===== src/rtl/gcd_pkg.sv =====
// gcd_pkg: shared definitions for the subtract-based GCD controller.
//   gcd_state_t      - controller state encoding
//   SEL_EXT/SEL_DIFF - operand mux select values (external operand / difference)
//   MAX_ITER_DEFAULT - default subtraction budget; 14 covers gcd(15,1)
package gcd_pkg;

    typedef enum logic [2:0] {
        ST_IDLE  = 3'd0,
        ST_LOAD  = 3'd1,
        ST_CHECK = 3'd2,
        ST_SUBX  = 3'd3,
        ST_SUBY  = 3'd4,
        ST_FIN   = 3'd5,
        ST_ERR   = 3'd6
    } gcd_state_t;

    localparam logic SEL_EXT  = 1'b0;
    localparam logic SEL_DIFF = 1'b1;

    localparam int MAX_ITER_DEFAULT = 14;

    // A zero operand never converges under repeated subtraction.
    function automatic logic any_zero(input logic x_zero, input logic y_zero);
        return x_zero | y_zero;
    endfunction

endpackage


===== src/rtl/gcd_ctrl.sv =====
// gcd_ctrl: control FSM sequencing a 4-bit subtract-based GCD datapath.
// Ports:
//   clk, rst_n             - clock (rising edge), async active-low reset
//   start                  - run request, only honoured in IDLE
//   abort                  - synchronous abort, returns to IDLE without done
//   x_eq_y, x_lt_y,
//   x_zero, y_zero         - datapath comparator / zero flags
//   x_sel, y_sel           - operand mux selects (0 = external, 1 = difference)
//   x_ld, y_ld             - operand register load enables
//   out_ld                 - result register load (captures X)
//   busy, done, err        - host handshake
//   iter_cnt               - subtraction steps of the current/last run
// MAX_ITER must satisfy 2**CNT_W > MAX_ITER.
module gcd_ctrl
    import gcd_pkg::*;
#(
    parameter int MAX_ITER = MAX_ITER_DEFAULT,
    parameter int CNT_W    = 4
) (
    input  logic             clk,
    input  logic             rst_n,
    input  logic             start,
    input  logic             abort,
    input  logic             x_eq_y,
    input  logic             x_lt_y,
    input  logic             x_zero,
    input  logic             y_zero,
    output logic             x_sel,
    output logic             y_sel,
    output logic             x_ld,
    output logic             y_ld,
    output logic             out_ld,
    output logic             busy,
    output logic             done,
    output logic             err,
    output logic [CNT_W-1:0] iter_cnt
);

    localparam logic [CNT_W-1:0] MAX_CNT  = CNT_W'(MAX_ITER);
    localparam logic [CNT_W-1:0] CNT_ZERO = {CNT_W{1'b0}};
    localparam logic [CNT_W-1:0] CNT_ONE  = {{(CNT_W-1){1'b0}}, 1'b1};

    gcd_state_t       state_q, state_d;
    logic [CNT_W-1:0] cnt_q, cnt_d;

    // State and iteration counter registers.
    always_ff @(posedge clk or negedge rst_n) begin
        if (!rst_n) begin
            state_q <= ST_IDLE;
            cnt_q   <= CNT_ZERO;
        end else begin
            state_q <= state_d;
            cnt_q   <= cnt_d;
        end
    end

    // Next-state logic; abort overrides everything, including start in IDLE.
    always_comb begin
        state_d = state_q;
        if (abort) begin
            state_d = ST_IDLE;
        end else begin
            case (state_q)
                ST_IDLE: begin
                    if (start) begin
                        state_d = ST_LOAD;
                    end else begin
                        state_d = ST_IDLE;
                    end
                end
                ST_LOAD: state_d = ST_CHECK;
                ST_CHECK: begin
                    // Zero flags win over equality: gcd with a zero operand is an error.
                    if (any_zero(x_zero, y_zero)) begin
                        state_d = ST_ERR;
                    end else if (x_eq_y) begin
                        state_d = ST_FIN;
                    end else if (cnt_q == MAX_CNT) begin
                        state_d = ST_ERR;
                    end else if (x_lt_y) begin
                        state_d = ST_SUBY;
                    end else begin
                        state_d = ST_SUBX;
                    end
                end
                ST_SUBX: state_d = ST_CHECK;
                ST_SUBY: state_d = ST_CHECK;
                ST_FIN:  state_d = ST_IDLE;
                ST_ERR:  state_d = ST_IDLE;
                default: state_d = ST_IDLE;
            endcase
        end
    end

    // Iteration counter: cleared on accepted start, bumped per subtraction,
    // saturating, and frozen by abort.
    always_comb begin
        cnt_d = cnt_q;
        if (abort) begin
            cnt_d = cnt_q;
        end else begin
            case (state_q)
                ST_IDLE: begin
                    if (start) begin
                        cnt_d = CNT_ZERO;
                    end else begin
                        cnt_d = cnt_q;
                    end
                end
                ST_SUBX, ST_SUBY: begin
                    if (cnt_q < MAX_CNT) begin
                        cnt_d = cnt_q + CNT_ONE;
                    end else begin
                        cnt_d = cnt_q;
                    end
                end
                default: cnt_d = cnt_q;
            endcase
        end
    end

    // Output decode; out_ld is the only output that also looks at the flags.
    always_comb begin
        x_sel  = SEL_EXT;
        y_sel  = SEL_EXT;
        x_ld   = 1'b0;
        y_ld   = 1'b0;
        out_ld = 1'b0;
        busy   = 1'b0;
        done   = 1'b0;
        err    = 1'b0;
        case (state_q)
            ST_IDLE: begin
                busy = 1'b0;
            end
            ST_LOAD: begin
                x_ld = 1'b1;
                y_ld = 1'b1;
                busy = 1'b1;
            end
            ST_CHECK: begin
                busy   = 1'b1;
                out_ld = x_eq_y & ~any_zero(x_zero, y_zero);
            end
            ST_SUBX: begin
                x_sel = SEL_DIFF;
                x_ld  = 1'b1;
                busy  = 1'b1;
            end
            ST_SUBY: begin
                y_sel = SEL_DIFF;
                y_ld  = 1'b1;
                busy  = 1'b1;
            end
            ST_FIN: begin
                done = 1'b1;
            end
            ST_ERR: begin
                done = 1'b1;
                err  = 1'b1;
            end
            default: begin
                busy = 1'b0;
            end
        endcase
    end

    assign iter_cnt = cnt_q;

endmodule


===== config.mk =====
export PLATFORM = sky130hd
export DESIGN_NAME = gcd_ctrl
export DESIGN_NICKNAME = d
export VERILOG_FILES = /design/src/rtl/gcd_pkg.sv /design/src/rtl/gcd_ctrl.sv
export SDC_FILE = /design/constraint.sdc
export NUM_CORES = 1
export LEC_CHECK = 0
export CORE_AREA = 2 2 39 41
export DETAILED_ROUTE_END_ITERATION = 10
export DIE_AREA = 0 0 41 43
export GPL_TIMING_DRIVEN = 0
export PLACE_DENSITY_LB_ADDON = 0.12
export SLEW_MARGIN = 10
export SYNTH_ARGS = -nofsm -noshare
export SYNTH_HDL_FRONTEND = slang
export SYNTH_SLANG_ARGS = --single-unit

===== constraint.sdc =====
create_clock -name clk -period 2.4 [get_ports clk]
set_input_delay 0.36 -clock clk [delete_from_list [all_inputs] [get_ports clk]]
set_output_delay 0.36 -clock clk [all_outputs]
set_load 0.02 [all_outputs]

After elaboration in Yosys (flattened, before gate mapping)
Index checks and enable logic that the tools add are counted.

operators by class
  add/subtract/negate cells = 1
  $lt $le $gt $ge = 1
  equality and inequality tests = 9
  multiplexer cells = 18
  bitwise gates (word level) = 4
  reductions and logical operators = 9

operator list
  cell                                                                    count
  3-bit two-way mux                                                       5
  3-bit equality test (second input constant)                             3
  1-bit two-way mux                                                       9
  3-bit one-hot mux with 3 select lines                                   1
  4-bit two-way mux                                                       2
  4-bit one-hot mux with 2 select lines                                   1
  2-bit OR reduction                                                      4
  3-bit by 2-bit equality test with 1-bit output (second input constant)  2
  4-bit by 1-bit adder with 4-bit output (second input constant)          1
  4-bit equality test (second input constant)                             1
  4-bit < comparator (second input constant)                              1
  2-bit != test (second input constant)                                   2
  4-bit AND reduction                                                     1
  4-bit OR reduction                                                      1
  3-bit by 1-bit equality test with 1-bit output (second input constant)  1
  3-bit logical NOT                                                       1
  3-bit OR reduction                                                      1
  1-bit inverter                                                          2
  2-bit nonzero test                                                      1
  1-bit bitwise AND                                                       1
  1-bit OR                                                                1

word-level totals
  flip-flop bits (word level) = 7
  logic and storage cells = 44

Longest topological paths before layout
  depth after elaboration = 6
  depth in mapped cells = 6
  gate-level depth less buffers = 6

Worst setup path after synthesis
Ideal clock, no wire load.

  kind = register to output
  from = register state_q[2]
  to = output out_ld
  data arrival time = 1.142 ns
  slack = 0.898 ns
  stages on the path, launching flop included = 4
  cell sequence = dfrtp_1 > buf_6 > nand2b_1 > nor3_1

between the ends
  cells in the longest elaborated chain, start to end = 2

RTL lines
  item                                            line             source
  start, declared                                 gcd_ctrl.sv:43   gcd_state_t state_q, state_d;
  start signal, assigned                          gcd_ctrl.sv:52   state_q <= state_d;
  3-bit by 2-bit equality test with 1-bit output  gcd_ctrl.sv:132  case (state_q)
  1-bit two-way mux                               gcd_ctrl.sv:132
  end, declared                                   gcd_ctrl.sv:32   output logic out_ld,

Every way passes these cells.

Worst setup path after layout
  from = input y_zero
  to = output out_ld

between the ends
  cells in the longest elaborated chain, start to end = 4

RTL lines
  item               line             source
  start, declared    gcd_ctrl.sv:27   input logic y_zero,
  1-bit OR           gcd_pkg.sv:24    return x_zero | y_zero;
  1-bit inverter     gcd_ctrl.sv:143  out_ld = x_eq_y & ~any_zero(x_zero, y_zero);
  1-bit bitwise AND  gcd_ctrl.sv:143
  1-bit two-way mux  gcd_ctrl.sv:132

Every way passes these cells.

==> impl_metrics.csv <==
group,metric,value,unit
global_route,gr-usage-met3,0.0628,
place,dp_hpwl,827,µm
sta,layout_worst_path_cycle_share,0.906,
finish,nNetsFinal,92,
logic_synthesis,synth_compound_area_frac,0.153,
setup_path,crit_type,"primary input to output pin",
floorplan,rows,14,
clock_tree,clock_latency,250,ps
power_and_ir_drop,pwr-share-seq,0.311,
power_and_ir_drop,power_switching_share,0.366,
routing,vias_per_cell,4.95,
logic_synthesis,yosys.area_share.adder,0.0493,
power_and_ir_drop,p_leak,0.000329,µW
finish,n_fill_cell,139,
outcome,outcome,"completed",
setup_path,path_max_fanout,3,
setup_path,ff2ff_path_depth,5,
logic_synthesis,synth_top_family_by_area,"simple AND/OR/NAND/NOR gates",
clock_tree,cts.clk_slew.worst_paths,60,ps
power_and_ir_drop,p_int,311,µW
sta,tightest_slew,337,ps
worst_hold_path,hold_class,"primary input to asynchronous set/reset pin",
logic_synthesis,ys_types,28,
sta,finalMaxSlewViolations,0,
sta,rsz0062_at_grt,"false",
clock_tree,cts.repair.resized,0,
global_route,use_met1,0.192,
sta,relSlewSlack,0.774,
power_and_ir_drop,p_per_area,659,nW/µm²
logic_synthesis,synth_cells,58,
logic_synthesis,syn_nets,68,
routing,drt_wl_total,1090,µm
clock_tree,htreeDepth,1,
logic_synthesis,ys.warnings.count,0,
routing,drtIter0Drc,3,
floorplan,dieArea,1760,µm²
setup_path,cp.arrival,1810,ps
routing,drt_first_pass_iters,4,
sta,finalHoldViolCount,0,
power_and_ir_drop,comb_power_share,0.463,
clock_tree,cts_tree,"done",
setup_path,critPathRequiredTime,2040,ps
floorplan,ios,20,
global_route,grt_remaining_overflow,0,
routing,dr_total_vias,480,
clock_tree,clock_path_buffers,2,
clock_tree,cts_root_buffer,"clkbuf_4",
floorplan,dieWidth,41,µm
global_route,grtUsageMet2,0.216,
routing,ant_nets,0,
logic_synthesis,synth-seq-cells,7,
logic_synthesis,syn_area,508,µm²
sta,setup_tns,0,ps
floorplan,dieHeight,43,µm
logic_synthesis,synth_simple_gate_area_frac,0.320,
setup_path,reg2reg_from,"state_q[0]$_DFF_PN0_",
sta,max_freq,460,MHz
finish,area_growth_syn_to_layout,46.6,%
floorplan,core_area,1380,µm²
clock_tree,numClockSinks,7,
finish,drive_gt1_frac,0.0988,
sta,skew,4.07,ps
setup_path,r2r_setup_slack,1050,ps
sta,setup_viol,0,
power_and_ir_drop,peakVddDrop,0.000329,V
clock_tree,numCtsBuffers,3,
setup_path,endpoint_kind,"output pin",
clock_tree,cts_setup_buffers,0,
logic_synthesis,synth_xor_area_frac,0.0517,
logic_synthesis,synthMuxAreaShare,0,
place,gp_congestion,0.757,
floorplan,start_util,0.367,
power_and_ir_drop,power.switching,180,µW
job,drv_cap,0,
clock_tree,holdBufCountCts,0,
sta,post-route-min-period,2170,ps
sta,finalHoldWorstSlack,372,ps
finish,diodes,0,
setup_path,cp-start-kind,"primary input",
routing,wl_per_cell,11.2,µm
global_route,grt_pass1_wl,1790,µm
power_and_ir_drop,total_power,491,µW
global_route,antenna_found_initial,0,
logic_synthesis,avgSynthCellArea,8.76,µm²
setup_path,regToRegEndpoint,"iter_cnt[0]$_DFFE_PN0P_",
routing,drcViolationCount,0,
finish,final-seq-area,175,µm²
finish,multi_input_area,292,µm²
logic_synthesis,seq_area_frac_synth,0.345,
global_route,grt_pass1_vias,420,
place,port_buffers,19,
global_route,grt_usage,0.156,
global_route,top_usage_layer,"met2",
global_route,grt_max_degree,11,
power_and_ir_drop,pwr-share-clk,0.225,
## cell type report
type                       count  share of cell area
buffer                         3              0.0403
multi-input combinational     45               0.392
clock buffer                   4              0.0353
sequential                     7               0.235
inverter                       3              0.0151
timing repair buffer          19               0.255
tap                           16              0.0269
## power by group through the flow
| stage | clock, µW | sequential (µW) | combinational [µW] |
|---|---|---|---|
| floorplan | 0 | 165 | 131 |
| global placement | 0 | 154 | 228 |
| detailed placement | 0 | 154 | 228 |
| CTS | 115 | 152 | 229 |
| global route | 123 | 155 | 247 |
| finish | 110 | 153 | 227 |
## kinds of logic after synthesis
| kind of cell | after synthesis |
|---|---|
| xor+xnor | 3 |
| simple gates | 28 |
| compound gates | 12 |
| buf+inv | 6 |
| flops | 7 |
| fa+ha+maj | 2 |
## sequential cells by signal, indices dropped and copies added (netlist names)
| signal | flops |
|---|---|
| state_q | 3 |
| iter_cnt | 4 |
## routing by layer
metal | vias up | routed length (µm)
li1 | 253 | -
met2 | 12 | 479
met1 | 211 | 521
met5 | - | 0
met4 | 0 | 19
met3 | 4 | 66
## placed cells by master, fill, tap and decap left out, types with 3 or more instances in the layout
cell	n
a31oi_1	3
clkbuf_4	3
clkdlybuf4s50_1	19
dfrtp_1	7
inv_1	3
nand3_1	5
nor2_1	7
## worst max-delay path by stage
| stage | end | from | cells past startpoint | slack (ps) |
|---|---|---|---|---|
| after floorplan | out_ld | state_q[2]$_DFF_PN0_ | 3 | 900 |
| after global placement | out_ld | y_zero | 5 | 220 |
| after detailed placement | out_ld | y_zero | 5 | 210 |
| after CTS | out_ld | y_zero | 5 | 200 |
| after global routing | out_ld | y_zero | 5 | 110 |
| final | out_ld | y_zero | 5 | 230 |
## synth_stat cells
master | count | area (µm²)
a31oi_1 | 3 | 18.8
buf_6 | 2 | 22.5
ha_1 | 2 | 25.0
nand3b_1 | 1 | 7.51
buf_4 | 1 | 7.51
nor4_1 | 1 | 6.26
nor3b_4 | 1 | 18.8
nand3_1 | 5 | 25.0
nor2b_1 | 1 | 6.26
xor2_1 | 1 | 8.76
a31o_1 | 1 | 8.76
inv_1 | 3 | 11.3
a21oi_1 | 2 | 10.0
nor3_1 | 2 | 10.0
nand2_1 | 2 | 7.51
nor2_2 | 1 | 6.26
o211a_1 | 1 | 10.0
dfrtp_1 | 7 | 175
nand2b_1 | 1 | 6.26
xnor2_1 | 2 | 17.5
nor2_1 | 7 | 26.3
o22ai_1 | 2 | 12.5
and2_1 | 2 | 12.5
a21o_1 | 1 | 7.51
o21ai_0 | 2 | 10.0
and3_1 | 1 | 6.26
or2_1 | 1 | 6.26
and3b_1 | 2 | 17.5
## worst max-delay path, stage by stage
cell and delay [ps]:
clkdlybuf4s50_1 390, nor2_1 180, nand2_1 110, nor3_1 140, clkdlybuf4s50_1 630
## through the flow
stage	utilization	cell area, µm²	cells	setup WS (ps)
2_1_floorplan	-	508	58	898
3_3_place_gp	0.519	718	93	215
3_5_place_dp	0.519	718	93	214
4_1_cts	0.538	744	97	203
5_1_grt	0.538	744	97	106
6_report	0.538	744	97	226
(Power assumes the default switching activity.)
